**src/rtl/sal_cfg_apb_requester.sv**
```systemverilog
// sal_cfg_apb_requester: valid/ready command channel to APB3 requester with ACCESS-phase timeout.
module sal_cfg_apb_requester #(
  parameter int ADDR_WIDTH     = 12,
  parameter int DATA_WIDTH     = 32,
  parameter int TIMEOUT_CYCLES = 255
) (
  input  logic                  clk,
  input  logic                  rst_n,
  input  logic                  req_valid,
  output logic                  req_ready,
  input  logic                  req_write,
  input  logic [ADDR_WIDTH-1:0] req_addr,
  input  logic [DATA_WIDTH-1:0] req_wdata,
  output logic                  rsp_valid,
  input  logic                  rsp_ready,
  output logic [DATA_WIDTH-1:0] rsp_rdata,
  output logic                  rsp_err,
  output logic                  rsp_timeout,
  output logic                  psel,
  output logic                  penable,
  output logic                  pwrite,
  output logic [ADDR_WIDTH-1:0] paddr,
  output logic [DATA_WIDTH-1:0] pwdata,
  input  logic                  pready,
  input  logic [DATA_WIDTH-1:0] prdata,
  input  logic                  pslverr,
  output logic                  busy
);
  typedef enum logic [1:0] {IDLE, SETUP, ACCESS, RESP} state_t;
  localparam bit          TO_EN   = TIMEOUT_CYCLES != 0;
  localparam logic [15:0] TO_LAST = 16'(TO_EN ? TIMEOUT_CYCLES - 1 : 0);
  state_t      state;
  logic [15:0] cnt;
  assign req_ready = state == IDLE;
  assign busy      = state != IDLE;
  always_ff @(posedge clk or negedge rst_n)
    if (!rst_n) begin
      state       <= IDLE;
      cnt         <= '0;
      psel        <= 1'b0;
      penable     <= 1'b0;
      pwrite      <= 1'b0;
      paddr       <= '0;
      pwdata      <= '0;
      rsp_valid   <= 1'b0;
      rsp_rdata   <= '0;
      rsp_err     <= 1'b0;
      rsp_timeout <= 1'b0;
    end else
      case (state)
        IDLE:
          if (req_valid) begin
            pwrite  <= req_write;
            paddr   <= req_addr;
            pwdata  <= req_wdata;
            psel    <= 1'b1;
            penable <= 1'b0;
            state   <= SETUP;
          end
        SETUP: begin
          penable <= 1'b1;
          cnt     <= '0;
          state   <= ACCESS;
        end
        ACCESS:
          // completion wins over abort on the last permitted cycle
          if (pready) begin
            psel        <= 1'b0;
            penable     <= 1'b0;
            rsp_valid   <= 1'b1;
            rsp_rdata   <= pwrite ? '0 : prdata;
            rsp_err     <= pslverr;
            rsp_timeout <= 1'b0;
            state       <= RESP;
          end else if (TO_EN && cnt == TO_LAST) begin
            psel        <= 1'b0;
            penable     <= 1'b0;
            rsp_valid   <= 1'b1;
            rsp_rdata   <= '0;
            rsp_err     <= 1'b1;
            rsp_timeout <= 1'b1;
            state       <= RESP;
          end else if (cnt != 16'hFFFF)
            cnt <= cnt + 16'd1;
        RESP:
          if (rsp_ready) begin
            rsp_valid <= 1'b0;
            state     <= IDLE;
          end
        default: state <= IDLE;
      endcase
endmodule

```
**config.mk**
```make
export PLATFORM = sky130hd
export DESIGN_NAME = sal_cfg_apb_requester
export DESIGN_NICKNAME = d
export VERILOG_FILES = /design/src/rtl/sal_cfg_apb_requester.sv
export SDC_FILE = /design/constraint.sdc
export NUM_CORES = 1
export LEC_CHECK = 0
export ABC_AREA = 0
export CORE_MARGIN = 2
export CORE_UTILIZATION = 43
export CTS_BUF_LIST = sky130_fd_sc_hd__clkbuf_16
export CTS_CLUSTER_SIZE = 8
export DETAILED_ROUTE_END_ITERATION = 10
export PLACE_DENSITY = 0.79
export SLEW_MARGIN = 25
export SYNTH_ARGS = -nofsm -noshare
export SYNTH_HDL_FRONTEND = slang
export SYNTH_SLANG_ARGS = --single-unit
```
**constraint.sdc**
```tcl
create_clock -name clk -period 2.6 [get_ports clk]
set_clock_uncertainty 0.1 [all_clocks]
set_input_delay 0.52 -clock clk [delete_from_list [all_inputs] [get_ports clk]]
set_output_delay 0.52 -clock clk [all_outputs]
set_load 0.005 [all_outputs]
```
# Yosys cells after proc, flatten, opt, wreduce, memory -nomap -nowiden
# Index checks and enable logic that the tools add are counted.
dict set report classes {
  n_addsub 1
  muxes 24
  eq_ne 11
  n_div 0
  n_reduce_logical 14
  shifts 0
  order_cmp 0
  bitwise_logic 0
  multipliers 0
}
# op count
set ops {}
lappend ops {{two-way mux 32 bit} 3}
lappend ops {{two-way mux 16 bit} 3}
lappend ops {{case mux 16 bit (2 select lines)} 1}
lappend ops {{adder 16 x 1 -> 16 bit, second input constant} 1}
lappend ops {{== test 16 x 8 -> 1 bit, second input constant} 1}
lappend ops {{inequality test 16 bit, second input constant} 1}
lappend ops {{AND reduction 3 bit} 4}
lappend ops {{inequality test 2 bit, second input constant} 5}
lappend ops {{nonzero test 2 bit} 5}
lappend ops {{two-way mux 1 bit} 9}
lappend ops {{two-way mux 2 bit} 4}
lappend ops {{case mux 2 bit (4 select lines)} 1}
lappend ops {{== test 2 bit, second input constant} 2}
lappend ops {{case mux 1 bit (2 select lines)} 2}
lappend ops {{AND reduction 2 bit} 2}
lappend ops {{AND reduction 4 bit} 1}
lappend ops {{inequality test 3 bit, second input constant} 1}
lappend ops {{case mux 1 bit (3 select lines)} 1}
lappend ops {{nonzero test 3 bit} 1}
lappend ops {{== test 2 x 1 -> 1 bit, second input constant} 1}
lappend ops {{zero test 2 bit} 1}
dict set report word_totals {
  mem_bits_ro 0
  reg_bits 100
  memories 0
  in_bits 83
  latch_bits 0
  ram_bits 0
  wordCells 61
  output_inout_bits 84
}

# Longest topological paths before layout
# Gate-level depths: netlist of the first run.
dict set report logic_depth {
  depth_word 5
  mapped_depth 9
  depth_no_buf 7
}

# Worst setup path after synthesis of the first run
# OpenSTA, ideal clock, no wires.
dict set report synth_path {
  path_type {register to register}
  from {reg cnt[9]}
  to {reg state[1]}
  period_less_slack_ns 2.299
  t_required_ns 2.375
  setup_time_ns 0.125
  arrival_time_ns 2.075
  path_buffers 0
  setup_slack_ns 0.301
  path_stages_with_launch 6
  cell_sequence {dfrtp_1 -> or4_4 -> nor4_4 -> nor2_2 -> a221oi_2 -> mux2_2}
}
dict set report synth_via {
  elab_chain_cells 3
}
# item line
set synth_rtl {}
lappend synth_rtl {{start: declaration} 33} ;# logic [15:0] cnt;
lappend synth_rtl {{start signal: assignment} 84} ;# cnt <= cnt + 16'd1;
lappend synth_rtl {{== test 16 x 8 -> 1 bit} 75} ;# end else if (TO_EN && cnt == TO_LAST) begin
lappend synth_rtl {{inequality test 3 bit (no source line)} n/a}
lappend synth_rtl {{AND reduction 3 bit (no source line)} n/a}
lappend synth_rtl {{end signal: assignment} 74} ;# state <= RESP;
lappend synth_rtl {{end signal: assignment} 82} ;# state <= RESP;
lappend synth_rtl {{end signal: assignment} 88} ;# state <= IDLE;
lappend synth_rtl {{end: declaration} 32} ;# state_t state;
# No other way between the ends.
# A chain may end at the register's enable or synchronous reset.

# Worst setup path in the final report of the first run
dict set report layout_path {
  from {reg state[0]}
  to {reg cnt[15]}
}
dict set report layout_via {
  elab_chain_cells 3
  elab_cells_between_ends 8
  classes_between {eq/ne: 5; mux: 1; reduce/logical: 2}
}
# item line
set layout_rtl {}
lappend layout_rtl {{start signal: assignment} 38} ;# state <= IDLE;
lappend layout_rtl {{start signal: assignment} 58} ;# state <= SETUP;
lappend layout_rtl {{start signal: assignment} 63} ;# state <= ACCESS;
lappend layout_rtl {{== test 2 bit or == test 2 x 1 -> 1 bit (tied branches)} 50} ;# case (state)
lappend layout_rtl {{inequality test 2 bit (no source line) or nonzero test 2 bit (tied branches)} n/a}
lappend layout_rtl {{AND reduction 4 bit (no source line)} n/a}
# Parallel ways exist; a longest one is shown, timed or not.

==> summary.md, run 1 <==
| Metric | Value |
|---|---|
| Register area share after synthesis | 60.6% |
| Peak VDD IR | 0.000517 V |
| Largest family of logic cells by synthesized area | multiplexers |
| CP max FO | 9 |
| Synthesized instance count | 308 |
| Hold path startpoint | rsp_rdata[9]$_DFFE_PN0P_ |
| Clock-pin slew on the worst setup and hold paths | 0.07 ns |
| P_sw | 2.02 mW |
| Synth Flop Type | dfrtp_1 |
| Ratio of cells with drive above 1 in the final layout | 16.9% |
| Post-Synth Adder-Cell Area | 2.12% |
| Number of flops mapped to enable cells by yosys | 0 |
| Initial antenna violation count | 0 |
| Placed Instance Area | 5990 µm² |
| DRC viols | 0 |
| Die area | 10400 µm² |
| P_leak | 2.73 nW |
| CP startpoint | state[0]$_DFFE_PN0P_ |
| Worst Tran Pin Value | 0.481 ns |
| Worst r2r src | state[0]$_DFFE_PN0P_ |
| Vias in the first global route | 3411 |
| Final setup fails | 0 |
| Num rows | 35 |
| Routability Congestion | 0.846 |
| H-tree depth | 3 |
| First-pass GRT wire length | 16.8 mm |
| Fmax | 415 MHz |
| Drt total wl | 10.6 mm |
| Crit-path cells | inv_1, ha_1, nand2b_1, nor3_1, nor4b_1, xor2_1, a22o_1 |
| Critical path arrival | 2.53 ns |
| Via count | 3262 |
| Nets | 572 |
| Setup Buffers After CTS | 0 |
| Max Cap Viol | 0 |
| CP endpoint kind | register |
| Synth warn | 0 |
| Fin crit share | 92.6% |
| PnR worst setup slack | 0.191 ns |
| Synth-to-layout area growth | 53.3% |
| Via/cell ratio | 5.30 |
| Cell Int Power | 4.97 mW |
| Net count after synthesis | 398 |
| Die Ht | 102 µm |
| IO Pins | 167 |
| Die Width | 102 µm |
| # fillers | 719 |
| Asr flop ratio synth | 100% |
| Total grt overflow | 0 |
| Worst path max stage delay | 0.41 ns |
| Crit start category | register |
| Xor/xnor cell area share of the yosys netlist | 0.637% |
| CTS tree | done |
| Sequential Power Share | 37.3% |
| Clock buffer depth | 2 |
| Max Slew Vio Count | 0 |
| Total power | 6.99 mW |
| Power Density | 1100 nW/µm² |
| Net Sw Frac | 28.9% |
| Commonest non-fill, non-tap cell in the layout | clkdlybuf4s50_1 |
| GRT Util Overall | 20.7% |
| Post-synthesis cell type count | 40 |
| Most frequent cells in the layout | 165 x clkdlybuf4s50_1, 100 x dfrtp_1, 47 x mux2_2 |
| Hold crit path type | reg -> reg |
| RSZ-0062 raised after global routing | false |
| Setup TNS | 0 ns |
| Post-DP HPWL | 7.51 mm |
| Design area | 6330 µm² |
| WL/cell | 17.3 µm |
| Reg2reg setup slack | 0.19 ns |
| DR iter-0 viols | 133 |
| Simple-Gate Fraction of Synth Area | 7.61% |
| Worst path bufs/invs | 1 |
| Detail Route Antenna Nets | 0 |
| Initial Utilization | 44.5% |
| Clk sinks | 100 |
| Core area | 9280 µm² |
| Area of the mapped netlist | 4130 µm² |
| Outcome | completed |
| Pre-CTS setup slack | 0.150 ns |
| Clock Latency Late Sink | 0.33 ns |
| Slowest cell on the critical path | dfrtp_1 |
| DR pass1 iterations | 4 |
| Final min period | 2.41 ns |
| Gate power share | 42.5% |
| Slew margin rel. | 67.7% |
| CP delay by family, top | simple AND/OR/NAND/NOR gates |
| Num CTS Buffers | 9 |
| CP Class | reg -> reg |
| Clk root buf | clkbuf_16 |
| Syn avg cell area | 13.4 µm² |
| Multiplexer share of the synthesized area | 13.5% |
| Worst endpoint required time | 2.72 ns |
| ANT cells | 0 |
| Hold Fails Final Rpt | 0 |
| Flops & latches, synth | 100 |
| Share of power burned in the clock network | 20.2% |
| Port bufs | 166 |
| Pin count of the biggest net entering global routing | 46 |
| Synth Area in Compound Gates | 13.2% |
## path summary, 6_finish.rpt
check,endpoint,cells past startpoint
worst max-delay path,cnt[15]$_DFFE_PN0P_,7
worst max register to register,cnt[15]$_DFFE_PN0P_,7
min in group asynchronous,cnt[9]$_DFFE_PN0P_,2
worst min-delay path,rsp_rdata[9]$_DFFE_PN0P_,1
max in group asynchronous,rsp_rdata[28]$_DFFE_PN0P_,3
worst min register to register,rsp_rdata[9]$_DFFE_PN0P_,1
## kinds of logic (layout without fill, tap and decap cells)
| logic type | Yosys count | count (layout) |
|---|---|---|
| xor+xnor | 3 | 3 |
| simple gates | 56 | 56 |
| mux | 50 | 50 |
| flops | 100 | 100 |
| compound gates | 70 | 70 |
| buf+inv | 22 | 200 |
| fa+ha+maj | 7 | 7 |
## through the flow
step | hold WS (ns) | utilization (%) | instances
finish | 0.405 | 68.2 | 615
detailed placement | 0.342 | 64.6 | 599
floorplan | 0.124 | - | 308
CTS | 0.409 | 68.0 | 615
global placement | 0.335 | 64.6 | 599
global route | 0.423 | 68.2 | 615
## layout make-up
class                   count  area, µm²  share of cell area, %
clock buffers               9        225                   3.56
clock inverters             6       87.6                   1.38
inverters                   7       26.3                  0.415
multi-input cells         186       1550                   24.5
flip-flops and latches    100       2500                   39.5
well taps                 129        161                   2.55
repair buffers            178       1780                   28.1
## cell usage after synthesis, types with 2 or more instances
cell type  number  area share, %
a21o_1          4           0.73
clkbuf_1       12            1.1
xor2_1          2           0.42
mux2_2         47             13
nor2_1          9           0.82
mux2i_1         3           0.73
a21oi_1         7           0.85
a22o_1         35            7.4
nor2b_1         3           0.45
dfrtp_1       100             61
nand3_1         5           0.61
nand2b_1        5           0.76
a31oi_1         9            1.4
ha_1            7            2.1
nand2_1        10           0.91
nor4_1          4           0.61
nor3_1          7           0.85
or3_1           2           0.30
buf_2           2           0.24
inv_1           7           0.64
nand4_1         4           0.61
o21ai_0         6           0.73
## power by group through the flow
stage	clock (mW)	combinational, mW	sequential (mW)
after floorplan	0	1.17	2.63
after global placement	0	2.90	2.59
after detailed placement	0	2.98	2.62
after CTS	1.44	3.00	2.61
after global routing	1.50	3.21	2.69
final	1.41	2.97	2.61
## timing repair
action	4_1_cts	5_1_grt
endpoints found under the hold margin	21	0
gates resized for setup	0	2
hold buffers	1	0
endpoints found under the setup margin	0	1
## sequential cells by signal (all words and copies together), names as in the netlist
signal	flops
pwdata	32
cnt	16
psel	1
rsp_valid	1
rsp_err	1
state	2
rsp_timeout	1
paddr	12
pwrite	1
rsp_rdata	32
penable	1
## metal layers
| layer | up-vias | track usage, % | routed length [µm] |
|---|---|---|---|
| li1 | 1485 | - | - |
| met2 | 127 | 35.2 | 5440 |
| met1 | 1640 | 26.2 | 4300 |
| met4 | 0 | 5.64 | 110 |
| met3 | 10 | 5.81 | 768 |
| met5 | - | 0 | 0 |
## worst reg2reg max path: cells and delay by family (launching register included)
family	cells	cell delay, ns
flip-flops	1	0.41
AND/OR/NAND/NOR	3	0.99
XOR/XNOR	1	0.13
buffers and inverters	1	0.14
AO/OA/AOI/OAI	1	0.20
adder cells (fa/ha/maj)	1	0.34
Note: power is estimated with default switching activity, not from simulation.
==> inputs of run 2 (changes only) <==
- ABC_AREA: 0 -> 1
- CORE_ASPECT_RATIO: unset -> 1.4
- CORE_UTILIZATION: 43 -> 45
- PLACE_DENSITY: 0.79 -> 0.8
==> summary.md, run 2 <==
| Metric | Value |
|---|---|
| Outcome | completed |
| Pre-CTS setup slack | 0.444 ns (+0.295 ns) |
| Synth cell count leaders | 239 x nand2_1, 100 x dfrtp_1, 54 x inv_1, 39 x nor2_1, 31 x o21ai_1 |
| DR iter-0 viols | 240 (+80%) |
| CP Class | reg -> out |
| Count leader, synth | nand2_1 |
| Asr flop ratio synth | 100% (unchanged) |
| Slew margin rel. | 59.9% (-7.8 points) |
| ANT cells | 0 (unchanged) |
| Setup TNS | 0 ns (unchanged) |
| Worst path max stage delay | 0.54 ns (+0.13 ns) |
| Fin crit share | 90.7% (-2.0 points) |
| Detail Route Antenna Nets | 0 (unchanged) |
| P_leak | 3.24 nW (+19%) |
| DR pass1 iterations | 4 (unchanged) |
| Synth area leader | dfrtp_1 |
| Hold Fails Final Rpt | 0 (unchanged) |
| P_sw | 2.23 mW (+10%) |
| Post-cts repair resize count | 0 (unchanged) |
| Clock buffer depth | 2 (unchanged) |
| Global-route met1 utilization | 28.4% (+2.2 points) |
| Top Usage Layer GRT | met2 |
| Via/cell ratio | 4.76 (-10%) |
| IO Pins | 167 (unchanged) |
| Worst r2r src | state[0]$_DFFE_PN0P_ |
| Crit-path cells | inv_1, ha_1, inv_1, clkdlybuf4s50_1 |
| Synth warn | 0 (unchanged) |
| Via count | 4099 (+26%) |
| Net count after synthesis | 645 (+62%) |
| Final min period | 2.36 ns (-0.0512 ns) |
| Die Ht | 122 µm (+20%) |
| Initial antenna violation count | 0 (unchanged) |
| First-pass GRT wire length | 19.0 mm (+13%) |
| Area of the mapped netlist | 4510 µm² (+9.2%) |
| Nets | 811 (+42%) |
| Vias in the first global route | 4072 (+19%) |
| Top cell type's share of synthesized area | 55.5% (-5.1 points) |
| Port bufs | 166 (unchanged) |
| Reg2reg setup slack | 0.49 ns (+0.30 ns) |
| Fmax | 424 MHz (+2.2%) |
| DRC viols | 0 (unchanged) |
| Clock Latency Late Sink | 0.34 ns (about the same) |
| Setup Buffers After CTS | 0 (unchanged) |
| Initial Utilization | 45.8% (+1.3 points) |
| Largest regs | pwdata (32), rsp_rdata (32), cnt (16) |
| Crit start category | register |
| Post-synthesis cell type count | 31 (-23%) |
| CP delay by family, top | buffers and inverters |
| CP endpoint kind | primary output |
| Num rows | 43 (+23%) |
| Power Density | 1010 nW/µm² (-8.2%) |
| Worst endpoint required time | 1.98 ns (-0.74 ns) |
| Hold WS | 0.0728 ns (-0.333 ns) |
| Pin count of the biggest net entering global routing | 46 (unchanged) |
| PnR worst setup slack | 0.243 ns (+0.0512 ns) |
| Peak VDD IR | 0.000567 V (+9.5%) |
| Max Slew Vio Count | 0 (unchanged) |
| H-tree depth | 3 (unchanged) |
| Total power | 6.66 mW (-4.7%) |
| Synthesized instance count | 555 (+80%) |
| Synth Flop Type | dfrtp_1 |
| Register area share after synthesis | 55.5% (-5.1 points) |
| Clock-pin slew on the worst setup and hold paths | 0.07 ns (about the same) |
| Clk root buf | clkbuf_16 |
| Critical path arrival | 1.74 ns (-0.79 ns) |
| Share of power burned in the clock network | 18.1% (-2.1 points) |
| Met3 usage | 3.56% (-2.2 points) |
| GRT Util Overall | 22.5% (+1.8 points) |
| Hold_buf cts | 0 (-1) |
| Number of flops mapped to enable cells by yosys | 0 (unchanged) |
| Max Cap Viol | 0 (unchanged) |
| Cell Int Power | 4.43 mW (-11%) |
| Commonest non-fill, non-tap cell in the layout | nand2_1 |
| Drt total wl | 11.8 mm (+11%) |
| Worst path bufs/invs | 3 (+2) |
| Flops & latches, synth | 100 (unchanged) |
| # fillers | 820 (+14%) |
| Ratio of cells with drive above 1 in the final layout | 5.37% (-12 points) |
| Core area | 9850 µm² (+6.1%) |
| Most common cell on crit path | inv_1 |
| Hold crit path type | in -> async |
| Final setup fails | 0 (unchanged) |
| Worst Tran Pin Value | 0.602 ns (+0.121 ns) |
| Top post-synthesis cells by area | dfrtp_1 55%, nand2_1 20%, inv_1 4.5% |
| Syn avg cell area | 8.12 µm² (-39%) |
| Critical Path Stages | 4 (-3) |
| Num CTS Buffers | 9 (unchanged) |
| Post-DP HPWL | 8.77 mm (+17%) |
| Met2 usage | 38.9% (+3.7 points) |
| WL/cell | 13.7 µm (-20%) |
| CP max FO | 4 (-5) |
| CTS tree | done |
| Synth-to-layout area growth | 45.7% |
| Most frequent cells in the layout | 239 x nand2_1, 165 x clkdlybuf4s50_1, 100 x dfrtp_1 |
| Worst reg2reg path depth | 9 (+2) |
| Sequential Power Share | 38.9% (+1.6 points) |
| Routability Congestion | 0.897 (+6.0%) |
| Gate power share | 43.0% (+0.5 points) |
| Die Width | 88.6 µm (-13%) |
| Net Sw Frac | 33.5% (+4.6 points) |
| Die area | 10800 µm² (+4.3%) |
| Final Util | 66.7% (-1.4 points) |
| Reg2reg end | rsp_rdata[7]$_DFFE_PN0P_ |
| RSZ-0062 raised after global routing | false |
| Total grt overflow | 0 (unchanged) |
| Clk sinks | 100 (unchanged) |
| Slowest cell on the critical path | clkdlybuf4s50_1 |
## run 2: logic make-up (layout without fill, tap and decap cells)
| family | count (synthesis) | after routing | share of synthesized area (%) |
|---|---|---|---|
| buffers and inverters | 76 | 247 | 7.27 |
| adder cells (fa/ha/maj) | 7 | 7 | 1.94 |
| XOR/XNOR | 2 | 2 | 0.389 |
| flip-flops | 100 | 100 | 55.5 |
| AO/OA/AOI/OAI | 48 | 48 | 5.66 |
| AND/OR/NAND/NOR | 322 | 322 | 29.2 |
## run 2: power by group through the flow
stage | clock network [mW] | registers (mW) | logic (mW)
6_report | 1.21 | 2.59 | 2.87
3_5_place_dp | 0 | 2.60 | 2.90
4_1_cts | 1.23 | 2.59 | 2.90
3_3_place_gp | 0 | 2.58 | 2.79
5_1_grt | 1.28 | 2.67 | 3.17
2_1_floorplan | 0 | 2.61 | 1.11
## run 2: metal layers
metal	vias up	share of wire (%)
met1	1938	41
met4	0	1.9
met5	-	0
met2	116	53
met3	19	4.0
li1	2026	-
## run 2: final cells by class
cell class / instances / area [µm²] / area share [%]
Inverter: 57 / 214 / 3.26
Tap cell: 135 / 169 / 2.57
Multi-Input combinational cell: 379 / 1680 / 25.6
Timing Repair Buffer: 174 / 1740 / 26.5
Sequential cell: 100 / 2500 / 38.1
Clock buffer: 9 / 225 / 3.43
Clock inverter: 7 / 36.3 / 0.552
## run 2: how the worst max path moves through the flow
stage / from / end / slack (ns)
floorplan: state[0]$_DFFE_PN0P_ / cnt[10]$_DFFE_PN0P_ / 0.88
global placement: pready / rsp_rdata[7]$_DFFE_PN0P_ / 0.55
detailed placement: pready / rsp_rdata[7]$_DFFE_PN0P_ / 0.44
CTS: state[0]$_DFFE_PN0P_ / busy / 0.22
global route: state[0]$_DFFE_PN0P_ / busy / 0.15
finish: state[0]$_DFFE_PN0P_ / busy / 0.24
## run 2: metrics by stage
stage               instance area (µm²)  instances
floorplan                          4510        555
global route                       6570        861
CTS                                6570        861
global placement                   6310        845
finish                             6570        861
detailed placement                 6310        845
==> inputs of run 3 (changes only) <==
==> constraint.sdc (replaced) <==
create_clock -name clk -period 2.6 [get_ports clk]
set_clock_uncertainty 0.1 [all_clocks]
set_input_delay 0.52 -clock clk [delete_from_list [all_inputs] [get_ports clk]]
set_output_delay 0.52 -clock clk [all_outputs]
set_load 0.1 [all_outputs]
==> summary.md, run 3 (synthesized netlist as in run 2, its figures left out) <==
| Metric | Value |
|---|---|
| Clk root buf | clkbuf_16 |
| Core area | 9850 µm² (unchanged) |
| Final setup fails | 0 (unchanged) |
| Commonest non-fill, non-tap cell in the layout | nand2_1 |
| Fin crit share | 81.5% (-9.2 points) |
| Num rows | 43 (unchanged) |
| Nets | 811 (unchanged) |
| Outcome | completed |
| Reg2reg end | cnt[12]$_DFFE_PN0P_ |
| Max Cap Viol | 0 (unchanged) |
| IO Pins | 167 (unchanged) |
| Drt total wl | 11.6 mm (-1.9%) |
| Via/cell ratio | 4.78 (+0.44%) |
| # fillers | 822 (+0.24%) |
| Hold_buf cts | 0 (unchanged) |
| Slew margin rel. | 55.0% (-4.8 points) |
| Detail Route Antenna Nets | 0 (unchanged) |
| CP Class | reg -> reg |
| CTS tree | done |
| DR iter-0 viols | 196 (-18%) |
| Hold WS | 0.104 ns (+0.0316 ns) |
| Hold Fails Final Rpt | 0 (unchanged) |
| Worst Tran Pin Value | 0.675 ns (+0.0725 ns) |
| Clock buffer depth | 2 (unchanged) |
| Num CTS Buffers | 9 (unchanged) |
| Clock Latency Late Sink | 0.34 ns (about the same) |
| ANT cells | 0 (unchanged) |
| Worst reg2reg path depth | 8 (-1) |
| Total grt overflow | 0 (unchanged) |
| Synth-to-layout area growth | 42.5% |
| WL/cell | 13.5 µm (-1.9%) |
| Initial antenna violation count | 0 (unchanged) |
| Die Width | 88.6 µm (unchanged) |
| H-tree depth | 3 (unchanged) |
| Post-DP HPWL | 8.47 mm (-3.4%) |
| Fmax | 472 MHz (+11%) |
| Hold crit path type | in -> async |
| Vias in the first global route | 4113 (+1.0%) |
| Non-Filler Instances | 861 (unchanged) |
| RSZ-0062 raised after global routing | false |
| Die Ht | 122 µm (unchanged) |
| DRC viols | 0 (unchanged) |
| GRT Util Overall | 22.0% (-0.44 points) |
| Critical path arrival | 2.30 ns (+0.56 ns) |
| Final min period | 2.12 ns (-0.238 ns) |
| Clk sinks | 100 (unchanged) |
| Worst endpoint required time | 2.78 ns (+0.80 ns) |
| Ratio of cells with drive above 1 in the final layout | 17.4% (+12 points) |
| Die area | 10800 µm² (unchanged) |
| CP endpoint kind | register |
| Post-cts repair resize count | 0 (unchanged) |
| Max Slew Vio Count | 0 (unchanged) |
| Setup Buffers After CTS | 0 (unchanged) |
| Via count | 4117 (+0.44%) |
| First-pass GRT wire length | 18.6 mm (-2.0%) |
| Most frequent cells in the layout | 239 x nand2_1, 100 x dfrtp_1, 92 x buf_4 |
| Placed cells | 845 (unchanged) |
| Clock-pin slew on the worst setup and hold paths | 0.06 ns (about the same) |
| Routability Congestion | 0.925 (+3.2%) |
| Reg2reg setup slack | 0.48 ns (about the same) |
| Worst r2r src | state[0]$_DFFE_PN0P_ |
| Setup TNS | 0 ns (unchanged) |
| Largest regs | pwdata (32), rsp_rdata (32), cnt (16) |
| DR pass1 iterations | 4 (unchanged) |
| Pin count of the biggest net entering global routing | 53 (+15%) |
| Final Util | 65.3% (-1.4 points) |
| Port bufs | 166 (unchanged) |
| Crit start category | register |
| Initial Utilization | 45.8% (unchanged) |
| CP max FO | 19 (+15) |
==> run 3: cell types whose count changed in the layout (fill, tap and decap cells not counted), sizes merged <==
cell	delta
bufinv	+3
inv	-3
buf	+84
clkinv	+1
clkdlybuf4s50	-84
clkinvlp	-1
==> run 3: through the flow <==
stage	cell area, µm²	worst slack, ns
2_1_floorplan	4510	0.273
4_1_cts	6430	0.478
3_3_place_gp	6090	0.518
5_1_grt	6430	0.274
6_report	6430	0.481
3_5_place_dp	6090	0.450
==> run 3: worst max-delay path, cell delays in order, from the launching register on <==
cell and delay, ns:
dfrtp_1 0.41, inv_1 0.12, ha_1 0.38, inv_2 0.07, nor2_1 0.26, nand3_4 0.25, nand2_2 0.29, nand2_1 0.10
nand2_1 0.07
==> run 3: per-layer routing <==
layer / up-vias / wire length, µm / GRT usage, %
met4: 0 / 266 / 9.47
met2: 129 / 6250 / 39.5
met5: - / 0 / 0
li1: 2029 / - / -
met3: 18 / 618 / 3.56
met1: 1941 / 4470 / 25.5
==> run 3: worst max path at each step <==
| stage | startpoint | end |
|---|---|---|
| 2_1_floorplan | state[0]$_DFFE_PN0P_ | state[0]$_DFFE_PN0P_ |
| 3_3_place_gp | pready | rsp_rdata[31]$_DFFE_PN0P_ |
| 3_5_place_dp | pready | rsp_rdata[31]$_DFFE_PN0P_ |
| 4_1_cts | state[0]$_DFFE_PN0P_ | cnt[12]$_DFFE_PN0P_ |
| 5_1_grt | state[0]$_DFFE_PN0P_ | cnt[12]$_DFFE_PN0P_ |
| 6_report | state[0]$_DFFE_PN0P_ | cnt[12]$_DFFE_PN0P_ |
==> run 3: area by class of cell <==
type,instances,area (µm²),share of cell area [%]
clock inverter,7,114,1.77
inverter,57,214,3.33
timing repair buffer,174,1520,23.7
multi-input combinational,379,1680,26.2
tap,135,169,2.63
clock buffer,9,225,3.50
sequential,100,2500,38.9
Power of run 3 is not shown: default switching activity piles up to over one toggle a cycle in this logic, so the estimate is an artifact.
